## src/rtl/servant_gpio_seq.sv

```systemverilog
// Autonomous GPIO pattern sequencer: Wishbone config slave plus a master port that replays a pattern table.
// Define GPIO_SEQ_IRQ_EN to add the sticky o_irq output, mirrored in STATUS bit2.

module servant_gpio_seq #(
  parameter int          DEPTH    = 8,
  parameter logic [31:0] GPIO_ADR = 32'h0
) (
  input  logic        i_wb_clk,
  input  logic        i_rst_n,
  input  logic [31:0] i_wb_adr,
  input  logic [31:0] i_wb_dat,
  input  logic        i_wb_we,
  input  logic        i_wb_cyc,
  output logic [31:0] o_wb_rdt,
  output logic        o_wb_ack,
  output logic [31:0] o_gpio_adr,
  output logic [31:0] o_gpio_dat,
  output logic        o_gpio_we,
  output logic        o_gpio_cyc
`ifdef GPIO_SEQ_IRQ_EN
  ,
  output logic        o_irq
`endif
);

  typedef enum logic [1:0] {IDLE, WRITE, WAIT, DONE} state_t;

  localparam logic [3:0] DEPTH_L = 4'(DEPTH);

  state_t      state, state_next;
  logic        en, oneshot;
  logic [31:0] period;
  logic [3:0]  len;
  logic [31:0] pattern [8];
  logic [2:0]  index, index_next;
  logic [31:0] count, count_next;
  logic        done, done_next;
  logic        irq;
  logic        busy;
  logic        last_step;
  logic [3:0]  sel;
  logic        cfg_wr, ctrl_wr, start, stop;
  logic [3:0]  len_eff;
  logic [31:0] period_eff;
  logic [31:0] rd_data;

  wire unused_adr = ^{i_wb_adr[31:6], i_wb_adr[1:0]};

  assign sel        = i_wb_adr[5:2];
  assign cfg_wr     = i_wb_cyc & i_wb_we & ~o_wb_ack;
  assign ctrl_wr    = cfg_wr && (sel == 4'd0);
  assign start      = ctrl_wr && i_wb_dat[0] && (state == IDLE || state == DONE);
  assign stop       = ctrl_wr && !i_wb_dat[0];
  assign len_eff    = (len == 4'd0) ? 4'd1 : (len > DEPTH_L) ? DEPTH_L : len;
  assign period_eff = (period == 32'd0) ? 32'd1 : period;
  assign busy       = (state == WRITE) || (state == WAIT);
  assign o_gpio_adr = GPIO_ADR;

  always_comb begin
    state_next = state;
    index_next = index;
    count_next = count;
    done_next  = done;
    last_step  = 1'b0;
    case (state)
      IDLE, DONE: begin
        if (start) begin
          state_next = WRITE;
          index_next = 3'd0;
          done_next  = 1'b0;
        end
      end
      WRITE: begin
        last_step = ({1'b0, index} >= (len_eff - 4'd1));
        if (last_step && oneshot) begin
          state_next = DONE;
          done_next  = 1'b1;
        end else begin
          index_next = last_step ? 3'd0 : index + 3'd1;
          if (period_eff == 32'd1) begin
            state_next = WRITE;
          end else begin
            state_next = WAIT;
            count_next = period_eff - 32'd1;
          end
        end
      end
      WAIT: begin
        if (count <= 32'd1) state_next = WRITE;
        else                count_next = count - 32'd1;
      end
      default: state_next = IDLE;
    endcase
    // Clearing EN wins over everything; a WRITE already on the bus still finishes this cycle.
    if (stop) begin
      state_next = IDLE;
      done_next  = 1'b0;
    end
  end

  always_ff @(posedge i_wb_clk or negedge i_rst_n) begin
    if (!i_rst_n) begin
      state      <= IDLE;
      index      <= 3'd0;
      count      <= 32'd0;
      done       <= 1'b0;
      o_gpio_cyc <= 1'b0;
      o_gpio_we  <= 1'b0;
      o_gpio_dat <= 32'd0;
    end else begin
      state      <= state_next;
      index      <= index_next;
      count      <= count_next;
      done       <= done_next;
      o_gpio_cyc <= (state_next == WRITE);
      o_gpio_we  <= (state_next == WRITE);
      o_gpio_dat <= (state_next == WRITE) ? pattern[index_next] : 32'd0;
    end
  end

  always_comb begin
    rd_data = 32'd0;
    case (sel)
      4'd0:    rd_data = {30'd0, oneshot, en};
      4'd1:    rd_data = period;
      4'd2:    rd_data = {28'd0, len};
      4'd3:    rd_data = {25'd0, index, 1'b0, irq, done, busy};
      default: if (sel[3]) rd_data = pattern[sel[2:0]];
    endcase
  end

  // Entries at or above DEPTH are never written, so they stay zero and read back as 0.
  always_ff @(posedge i_wb_clk or negedge i_rst_n) begin
    if (!i_rst_n) begin
      en       <= 1'b0;
      oneshot  <= 1'b0;
      period   <= 32'd1;
      len      <= DEPTH_L;
      o_wb_ack <= 1'b0;
      o_wb_rdt <= 32'd0;
      for (int i = 0; i < 8; i++) pattern[i] <= 32'd0;
    end else begin
      o_wb_ack <= i_wb_cyc & ~o_wb_ack;
      if (i_wb_cyc & ~o_wb_ack) o_wb_rdt <= rd_data;
      if (cfg_wr) begin
        case (sel)
          4'd0:    {oneshot, en} <= i_wb_dat[1:0];
          4'd1:    period <= i_wb_dat;
          4'd2:    len <= i_wb_dat[3:0];
          default: ;
        endcase
        if (sel[3] && (int'(sel[2:0]) < DEPTH)) pattern[sel[2:0]] <= i_wb_dat;
      end
    end
  end

`ifdef GPIO_SEQ_IRQ_EN
  always_ff @(posedge i_wb_clk or negedge i_rst_n) begin
    if (!i_rst_n)                        irq <= 1'b0;
    else if (last_step)                  irq <= 1'b1;
    else if (cfg_wr && (sel == 4'd3))    irq <= 1'b0;
  end
  assign o_irq = irq;
`else
  assign irq = 1'b0;
`endif

endmodule

```

## config.mk

```make
export PLATFORM = sky130hd
export DESIGN_NAME = servant_gpio_seq
export DESIGN_NICKNAME = d
export VERILOG_FILES = /design/src/rtl/servant_gpio_seq.sv
export SDC_FILE = /design/constraint.sdc
export NUM_CORES = 1
export LEC_CHECK = 0
export ABC_CLOCK_PERIOD_IN_PS = 5080
export BUFFER_PORTS_ARGS = -buffer_cell sky130_fd_sc_hd__buf_2
export CAP_MARGIN = 5
export CORE_MARGIN = 4
export CORE_UTILIZATION = 55
export CTS_BUF_LIST = sky130_fd_sc_hd__clkbuf_2
export DETAILED_ROUTE_END_ITERATION = 10
export GPL_TIMING_DRIVEN = 0
export HOLD_SLACK_MARGIN = 0.08
export PLACE_DENSITY = 0.77
export SLEW_MARGIN = 0
export SYNTH_ARGS = -nofsm -noshare
export SYNTH_HDL_FRONTEND = slang
export SYNTH_SLANG_ARGS = --single-unit
```

## constraint.sdc

```tcl
create_clock -name i_wb_clk -period 5.08 [get_ports i_wb_clk]
set_input_delay 1.27 -clock i_wb_clk [delete_from_list [all_inputs] [get_ports i_wb_clk]]
set_output_delay 1.27 -clock i_wb_clk [all_outputs]
set_load 0.01 [all_outputs]
```

==> qor.csv, run 1 <==
metric,value,unit
global route total overflow,0,
setup tns final,0,ns
Post-Syn Area,0.0211,mm2
type of the worst min-delay path,primary input to asynchronous set/reset pin,
top cell type's share of synthesized area,47.0,%
row cnt,71,
most numerous cell types in the synthesized netlist,"396 x dfrtp_1, 328 x mux2_2, 120 x nor2_1, 108 x nand2_1, 98 x clkbuf_1",
input/output buffers,103,
kind of start point of the critical path,flop,
pwr dens,503,mW/mm2
all-layer global routing usage,30.6,%
number of enable flip-flop cells after synthesis,0,
CP required,6.02,ns
drt initial violations,1953,
data arrival time of the critical path,5.69,ns
Setup WS pre-CTS,0.619,ns
clock transition time at the flip-flop clock pins of the worst setup and hold paths,0.11,ns
effective utilization at floorplan,55.9,%
Synth async-reset ratio,100,%
number of inserted filler cells in the final layout,2990,
count of cell types in the netlist,78,
outcome,"finished, final reports clean",
floorplan die height,204,um
number of global-route vias before repair,17200,
time the final worst path needs with I/O delays and setup,4.75,ns
synth top area cells,"dfrtp_1 47%, mux2_2 18%, mux4_2 7.0%, nor2_1 2.1%, nor3_1 2.0%",
clock latency of the later-clocked register in the worst-skew pair,1.09,ns
most used flip-flop cell after synthesis,dfrtp_1,
via-per-instance ratio,6.52,
post-synthesis cell type with the largest combined area,dfrtp_1,
initial antenna violation count,5,
Synth Instances,1765,
detailed-route DRC error count,0,
Total Routed Length,64400,um
post-CTS setup repair buffer count,0,
flip-flop and latch area,0.00996,mm2
final hold viol count,0,
count of pins on the block boundary,167,
CTS sink count,398,
largest voltage drop on the vdd net,277,uV
H-tree level count,3,
worst clock skew on the final layout,0.0964,ns
number of maximum-capacitance constraint violations,0,
nature of the critical path endpoint,flop,
total number of vias,17000,
flip-flop and latch count after synthesis,398,
total area of multi-input combinational cells,0.0104,mm2
Setup Crit Path Kind,flop to flop,
RSZ-0062 raised after global routing,no,
TritonRoute pass-1 iters,6,
worst slew margin relative to its limit,20.3,%
"Area growth, synth to finish",11.3,%
buffer type at the clock tree root,clkbuf_2,
maximum root-to-sink buffer count,3,
maximum frequency from static timing analysis,210,MHz
x dimension of the die,204,um
per-cell routed wire length,24.7,um
part of the Yosys area used for sequential elements,47.2,%
nets@finish,2084,
CTS tree,built,
worst setup margin,0.327,ns
most frequent cell after synthesis,dfrtp_1,
Die Outline Area,0.0415,mm2
post-CTS sizing,0,
setup violation total in the final timing report,0,
yosys synthesis warning count,0,
layout cells sized above 1,35.3,%
pin count of the biggest net entering global routing,122,
global placement routability congestion,0.939,
crit path max fanout,10,
Leakage,10.5,nW
ratio of final minimum period to clock period,93.6,%
global-route wire length before repair,99000,um
number of routed nets with antenna violations,0,
pins over their slew limit,0,
placed wire-length estimate after detailed placement,43700,um
measured slew at the worst slew-check pin,1.20,ns
synthesized area per cell,11.9,um2
hold buffer count at CTS,0,
core region area,0.0378,mm2
clock buffers created by TritonCTS,101,
-- kinds of logic (layout without fill, tap and decap cells) --
family / after synthesis / in the layout / synth area share, %
flops: 398 / 398 / 47.2
compound gates: 274 / 274 / 10.4
simple gates: 434 / 434 / 10.0
buf+inv: 188 / 481 / 4.20
xor+xnor: 28 / 28 / 1.16
mux: 431 / 431 / 26.3
other cells: 1 / 37 / 0.0178
fa+ha+maj: 11 / 11 / 0.653
-- path summary, 6_finish.rpt --
check,end,start,slack (ns),cells after the start
hold reg to reg,o_wb_rdt[9],o_wb_rdt[9],0.51,2
max in group asynchronous,o_gpio_dat[24],i_rst_n,3.31,3
setup / recovery,o_gpio_dat[18],period[8],0.33,15
setup reg to reg,o_gpio_dat[18],period[8],0.33,15
min in group i_wb_clk,pattern[1],i_wb_dat[1],0.49,2
hold / removal,pattern[162],i_rst_n,0.19,1
-- stage by stage --
step           hold slack (ns)  instance area, um2  total power [W]  std cells  util [%]
2_1_floorplan            0.475               21200          0.00760       1796         -
3_3_place_gp             0.489               22400          0.00915       2410      59.2
3_5_place_dp             0.496               22500          0.00932       2413      59.5
4_1_cts                  0.155               23500           0.0117       2600      62.1
5_1_grt                  0.213               23500           0.0124       2604      62.2
6_report                 0.193               23500           0.0118       2605      62.2
-- where the power goes --
group | internal [W] | leakage (nW) | switching, W
logic | 0.00197 | 4.59 | 0.00311
registers | 0.00378 | 5.16 | 0.000573
clock network | 0.000994 | 0.747 | 0.00138
total | 0.00675 | 10.5 | 0.00507
-- layout make-up --
type	count	share of cell area (%)
Multi-Input combinational cell	1210	44.1
Sequential cell	398	42.4
Buffer	173	3.53
Clock buffer	149	3.18
Tap cell	511	2.72
Timing Repair Buffer	106	2.59
Clock inverter	38	1.10
Inverter	15	0.240
Antenna cell	5	0.0533
-- flip-flops by register name, summed over array words and instances (netlist names), 2 cells and up --
signal	cells
pattern	256
state	2
o_gpio_dat	32
period	32
index	3
len	4
count	32
o_wb_rdt	32
-- cells in the final DEF (no fill, tap or decap), types with 32 or more instances in the layout --
master and count:
dfrtp_1 396, clkbuf_2 149, a221oi_1 35, buf_4 34
mux4_2 66, o311a_1 32, nand2_1 108, buf_2 120
nor3_1 85, clkbuf_1 98, nor2_1 120, mux2_2 328
a32oi_1 33, mux2i_1 37, conb_1 32, o21ai_0 46
-- worst max-delay path, stage by stage, from the launching register on --
cell and delay [ns]:
dfrtp_1 0.39, clkbuf_1 0.26, nor4_1 0.48, nand3_1 0.32, or3_1 0.46, nor2_1 0.25, nor2_1 0.10, inv_1 0.12
ha_1 0.16, nand2_1 0.11, nor4_4 0.24, a21boi_1 0.11, o21ai_1 0.73, buf_2 0.42, o311a_1 0.25, o2111a_1 0.23
-- layer usage --
metal / global-route usage (%) / up-vias / routed length, um / share of wire [%]
met5: 0 / - / 27 / 0.042
met4: 14.1 / 4 / 2720 / 4.2
met3: 7.06 / 230 / 6560 / 10
met2: 47.1 / 1111 / 29500 / 46
met1: 41.9 / 8479 / 25600 / 40
li1: - / 7168 / - / -
Note: power is estimated with default switching activity, not from simulation.
==> run 2, diff against run 1 <==
==> constraint.sdc (replaced) <==
create_clock -name i_wb_clk -period 5.08 [get_ports i_wb_clk]
set_input_delay 1.016 -clock i_wb_clk [delete_from_list [all_inputs] [get_ports i_wb_clk]]
set_output_delay 1.016 -clock i_wb_clk [all_outputs]
set_load 0.01 [all_outputs]
==> run 2 against run 1 <==
- wire length down 0.25%
- clock power about the same
- setup slack worse by 0.013 ns
- non-clock buffer count up 1
- flip-flop and latch count unchanged
- combinational power about the same
- utilization about the same
- clock skew down 0.012 ns
- design area about the same
- critical endpoint unchanged
- maximum frequency down 0.27%
==> qor.csv, run 2 (synthesized netlist as in run 1, its figures left out) <==
metric,value,unit,change
outcome,"finished, final reports clean",,unchanged
total power,0.0118,W,about the same
net switching power of the design,0.00507,W,about the same
CP required,6.02,ns,about the same
placed wire-length estimate after detailed placement,43700,um,unchanged
Die Outline Area,0.0415,mm2,unchanged
register ranked first by flip-flop count,pattern,,unchanged
total cell area at the placement stage,0.0225,mm2,unchanged
buffer type at the clock tree root,clkbuf_2,,unchanged
nets@finish,2085,,was 2084
per-cell routed wire length,24.7,um,about the same
layout cells sized above 1,35.3,%,about the same
Leakage,10.5,nW,about the same
number of global-route vias before repair,17200,,about the same
global route total overflow,0,,unchanged
number of routed nets with antenna violations,0,,unchanged
global placement routability congestion,0.939,,unchanged
clock latency of the later-clocked register in the worst-skew pair,1.07,ns,was 1.09 ns
via-per-instance ratio,6.52,,about the same
top layer reached by signal wires,met5,,unchanged
H-tree level count,3,,unchanged
final hold viol count,0,,unchanged
crit path max fanout,10,,unchanged
maximum frequency from static timing analysis,210,MHz,about the same
Final Cell Area,0.0235,mm2,about the same
x dimension of the die,204,um,unchanged
pins over their slew limit,0,,unchanged
number of inserted filler cells in the final layout,2989,,was 2990
sequential group share of total power,36.8,%,was 36.9%
floorplan die height,204,um,unchanged
drt initial violations,2033,,was 1953
measured slew at the worst slew-check pin,1.18,ns,was 1.20 ns
clock transition time at the flip-flop clock pins of the worst setup and hold paths,0.11,ns,about the same
clock buffers created by TritonCTS,101,,unchanged
max reg flops,256,,unchanged
post-CTS sizing,0,,unchanged
time the final worst path needs with I/O delays and setup,4.77,ns,was 4.75 ns
internal power consumption,0.00675,W,about the same
largest voltage drop on the vdd net,279,uV,was 277 uV
maximum root-to-sink buffer count,3,,unchanged
worst hold path stage count,2,,
pin count of the biggest net entering global routing,122,,unchanged
core region area,0.0378,mm2,unchanged
kind of start point of the critical path,flop,,unchanged
detailed-route DRC error count,0,,unchanged
worst clock skew on the final layout,0.0840,ns,was 0.0964 ns
proportion of total power due to net switching,42.9,%,about the same
worst hold margin,0.257,ns,was 0.193 ns
global-route wire length before repair,99000,um,unchanged
CTS sink count,398,,unchanged
nature of the critical path endpoint,flop,,unchanged
count of pins on the block boundary,167,,unchanged
Clock Power Share,20.1,%,about the same
total number of vias,17000,,about the same
Setup Crit Path Kind,flop to flop,,unchanged
hold buffer count at CTS,1,,was 0
post-CTS setup repair buffer count,0,,unchanged
setup violation total in the final timing report,0,,unchanged
input/output buffers,103,,unchanged
number of maximum-capacitance constraint violations,0,,unchanged
RSZ-0062 raised after global routing,no,,unchanged
initial antenna violation count,5,,unchanged
depth of the most critical reg-to-reg path,15,,unchanged
most common library cell in the layout ignoring fill and taps,dfrtp_1,,unchanged
met2 routed wirelength,29400,um,was 29500 um
effective utilization at floorplan,55.9,%,unchanged
CTS tree,built,,unchanged
data arrival time of the critical path,5.71,ns,was 5.69 ns
"Area growth, synth to finish",11.3,%,about the same
wl on met1,25300,um,was 25600 um
worst slew margin relative to its limit,21.3,%,was 20.3%
most used cells in the layout excluding fill and tap cells,"396 x dfrtp_1, 328 x mux2_2, 149 x clkbuf_2",,unchanged
Total Routed Length,64200,um,was 64400 um
part of the total power dissipated in combinational logic,43.0,%,about the same
all-layer global routing usage,30.6,%,unchanged
Met3 Wirelength,6720,um,was 6560 um
type of the worst min-delay path,primary input to flop,,was primary input to asynchronous set/reset pin
row cnt,71,,unchanged
ratio of final minimum period to clock period,93.8,%,was 93.6%
pwr dens,503,mW/mm2,about the same
TritonRoute pass-1 iters,8,,was 6
## run 2: changes by cell type in the layout (fill, tap and decap cells not counted), sizes merged
| cell | before | now |
|---|---|---|
| dlygate4sd3 | 0 | 1 |
## run 2: critical path: stages (launching register included)
cell and delay [ns]:
dfrtp_1 0.39, clkbuf_1 0.26, nor4_1 0.48, nand3_1 0.32, or3_1 0.46, nor2_1 0.25, nor2_1 0.10, inv_1 0.12
ha_1 0.16, nand2_1 0.11, nor4_4 0.24, a21boi_1 0.11, o21ai_1 0.74, buf_2 0.43, o311a_1 0.25, o2111a_1 0.23
## run 2: final timing paths
check,start,to,slack (ns)
max,period[8],o_gpio_dat[18],0.31
min,i_wb_dat[1],pattern[1],0.26
max reg2reg,period[8],o_gpio_dat[18],0.31
min reg2reg,o_wb_rdt[9],o_wb_rdt[9],0.51
max in group asynchronous,i_rst_n,o_gpio_dat[24],2.97
min in group asynchronous,i_rst_n,pattern[162],0.55
## run 2: final cells by class
| type | instances | area [um2] | area share [%] |
|---|---|---|---|
| buffer | 173 | 830 | 3.53 |
| multi-input combinational | 1210 | 10400 | 44.1 |
| timing repair buffer | 107 | 618 | 2.63 |
| inverter | 15 | 56.3 | 0.240 |
| clock buffer | 149 | 746 | 3.18 |
| clock inverter | 38 | 259 | 1.10 |
| sequential | 398 | 9960 | 42.4 |
| tap | 511 | 639 | 2.72 |
| antenna | 5 | 12.5 | 0.0533 |
## run 2: per-stage QoR
step	util [%]	worst slack, ns	TNS (ns)	instances
floorplan	-	1.68	0	1796
global placement	59.2	-4.80	-1889.69	2410
CTS	62.2	0.512	0	2601
detailed placement	59.5	0.619	0	2413
finish	62.2	0.314	0	2606
global route	62.2	0.0950	0	2605
## run 2: per-layer routing
metal | track usage, % | vias up
li1 | - | 7164
met1 | 41.9 | 8485
met2 | 47.1 | 1098
met3 | 7.06 | 243
met4 | 14.1 | 4
met5 | 0 | -
## run 2: power by group through the flow
| stage | clock [W] | combinational (W) | sequential [W] |
|---|---|---|---|
| after floorplan | 0 | 0.00336 | 0.00424 |
| after global placement | 0 | 0.00481 | 0.00434 |
| after detailed placement | 0 | 0.00494 | 0.00438 |
| after CTS | 0.00240 | 0.00496 | 0.00432 |
| after global routing | 0.00258 | 0.00537 | 0.00442 |
| final | 0.00238 | 0.00508 | 0.00435 |
==> run 3, diff against run 2 <==
Settings changed: CORE_UTILIZATION 55 to 59, PLACE_DENSITY 0.77 to 0.82.
==> run 3 against run 2 <==
- utilization increased by 4.6 points
- highest routed layer unchanged
- clock-buffer cell count increased by 6
- via count decreased by 0.29%
- sequential share of layout area increased by 0.32 points
- largest cell class unchanged
- clock power decreased by 4%
- non-clock buffer count unchanged
- largest power group unchanged
- total power decreased by 0.91%
- wire length decreased by 0.96%
- hold slack got worse by 0.042 ns
- critical endpoint is now o_gpio_dat[14]
- critical path type unchanged
==> qor.csv, run 3 (synthesized netlist as in run 1, its figures left out) <==
metric,value,unit,change
outcome,"finished, final reports clean",,unchanged
effective utilization at floorplan,60.5,%,was 55.9%
Setup Crit Path Kind,flop to flop,,unchanged
number of routed nets with antenna violations,0,,unchanged
post-CTS setup repair buffer count,0,,unchanged
buffer type at the clock tree root,clkbuf_2,,unchanged
x dimension of the die,197,um,was 204 um
row cnt,68,,was 71
final hold viol count,0,,unchanged
number of inserted filler cells in the final layout,2646,,was 2989
post-CTS sizing,0,,unchanged
nets@finish,2085,,unchanged
worst clock skew on the final layout,0.122,ns,was 0.0840 ns
clock buffers created by TritonCTS,101,,unchanged
CP max stage cell,o21ai_1,,unchanged
count of pins on the block boundary,167,,unchanged
layout cells sized above 1,35.5,%,was 35.3%
register ranked first by flip-flop count,pattern,,unchanged
Buffers & Inverters on Critical Path,3,,unchanged
cell depth of the worst setup path,15,,unchanged
floorplan die height,197,um,was 204 um
CTS tree,built,,unchanged
startpoint of the most critical register-to-register path,period[8],,unchanged
max reg flops,256,,unchanged
most used cells in the layout excluding fill and tap cells,"396 x dfrtp_1, 328 x mux2_2, 155 x clkbuf_2",,"was 396 x dfrtp_1, 328 x mux2_2, 149 x clkbuf_2"
worst hold margin,0.215,ns,was 0.257 ns
nature of the critical path endpoint,flop,,unchanged
post-layout utilization of the core,66.8,%,was 62.2%
pins over their slew limit,0,,unchanged
data arrival time of the critical path,5.52,ns,was 5.71 ns
worst hold path stage count,2,,unchanged
via-per-instance ratio,6.70,,was 6.52
CP required,6.00,ns,was 6.02 ns
placed wire-length estimate after detailed placement,43700,um,about the same
measured slew at the worst slew-check pin,1.08,ns,was 1.18 ns
Crit path max-delay family,simple AND/OR/NAND/NOR gates,,unchanged
"slowest stage delay, CP",0.59,ns,was 0.74 ns
most numerous cell on the critical path,nor2_1,,unchanged
RSZ-0062 raised after global routing,no,,unchanged
all-layer global routing usage,32.6,%,was 30.6%
clock latency of the later-clocked register in the worst-skew pair,1.10,ns,was 1.07 ns
most common library cell in the layout ignoring fill and taps,dfrtp_1,,unchanged
hold path start,i_wb_dat[1],,unchanged
number of maximum-capacitance constraint violations,0,,unchanged
depth of the most critical reg-to-reg path,15,,unchanged
TritonRoute pass-1 iters,6,,was 8
worst slew margin relative to its limit,27.6,%,was 21.3%
Die Outline Area,0.0388,mm2,was 0.0415 mm2
sink of the worst hold path,pattern[1],,unchanged
pin count of the biggest net entering global routing,117,,was 122
core region area,0.0349,mm2,was 0.0378 mm2
post-layout instance count excluding filler cells,2528,,was 2606
H-tree level count,3,,unchanged
pwr dens,502,mW/mm2,was 503 mW/mm2
clock transition time at the flip-flop clock pins of the worst setup and hold paths,0.10,ns,was 0.11 ns
Critical R2R Capture,o_gpio_dat[14],,was o_gpio_dat[18]
maximum frequency from static timing analysis,218,MHz,was 210 MHz
hold buffer count at CTS,1,,unchanged
drt initial violations,2161,,was 2033
type of the worst min-delay path,primary input to flop,,unchanged
Leakage,10.5,nW,about the same
input/output buffers,103,,unchanged
global placement routability congestion,0.968,,was 0.939
reg2reg setup slack,0.48,ns,was 0.31 ns
post-placement cell count,2357,,was 2413
global-route wire length before repair,98400,um,was 99000 um
CTS sink count,398,,unchanged
worst-path cell chain,"clkbuf_1, nor4_1, nand3_1, or3_1, nor2_1, nor2_1, inv_1, ha_1, nand2_1, nor4_4, a21boi_1, o21ai_1, buf_2, o311a_1, o2111a_1",,unchanged
initial antenna violation count,3,,was 5
total number of vias,16900,,was 17000
"Area growth, synth to finish",10.5,%,was 11.3%
maximum root-to-sink buffer count,3,,unchanged
time the final worst path needs with I/O delays and setup,4.60,ns,was 4.77 ns
crit path max fanout,10,,unchanged
ratio of final minimum period to clock period,90.5,%,was 93.8%
per-cell routed wire length,25.2,um,was 24.7 um
kind of start point of the critical path,flop,,unchanged
global route total overflow,0,,unchanged
largest voltage drop on the vdd net,293,uV,was 279 uV
Total Routed Length,63600,um,was 64200 um
number of global-route vias before repair,17100,,was 17200
detailed-route DRC error count,0,,unchanged
setup violation total in the final timing report,0,,unchanged
[run 3: worst max path at each step]
stage                           from             end  slack [ns]
after floorplan           period[17]        count[6]        1.68
after global placement       i_rst_n    pattern[119]       -4.68
after detailed placement   period[8]  o_gpio_dat[22]        0.67
after CTS                  period[8]  o_gpio_dat[14]        0.63
after global routing       period[8]  o_gpio_dat[21]        0.28
final                      period[8]  o_gpio_dat[14]        0.48
[run 3: metal layers]
metal  global-route usage, %  wire (um)  vias to the layer above
li1                        -          -                     7134
met1                    43.9      24400                     8355
met2                    49.3      28700                     1190
met3                    10.1       7540                      261
met4                    14.6       2950                        4
met5                       0         17                        -
[run 3: stage by stage]
step,setup slack [ns],TNS [ns],total power (W),area (um2)
floorplan,1.68,0,0.00760,21200
global placement,-4.68,-1834.94,0.00913,22300
detailed placement,0.665,0,0.00929,22400
CTS,0.626,0,0.0116,23300
global route,0.276,0,0.0123,23300
finish,0.484,0,0.0117,23300
[run 3: layout make-up]
type / count / area (um2) / share of cell area, %
tap: 455 / 569 / 2.44
buffer: 173 / 830 / 3.56
multi-input combinational: 1210 / 10400 / 44.4
timing repair buffer: 107 / 618 / 2.65
inverter: 15 / 56.3 / 0.242
clock inverter: 14 / 133 / 0.569
sequential: 398 / 9960 / 42.8
clock buffer: 155 / 776 / 3.33
antenna: 1 / 2.50 / 0.0107
[run 3: power breakdown]
| part | internal (W) | leakage [nW] | total [W] | switching, W |
|---|---|---|---|---|
| clock | 0.000943 | 0.711 | 0.00228 | 0.00134 |
| sequential | 0.00378 | 5.16 | 0.00436 | 0.000572 |
| combinational | 0.00197 | 4.60 | 0.00507 | 0.00310 |
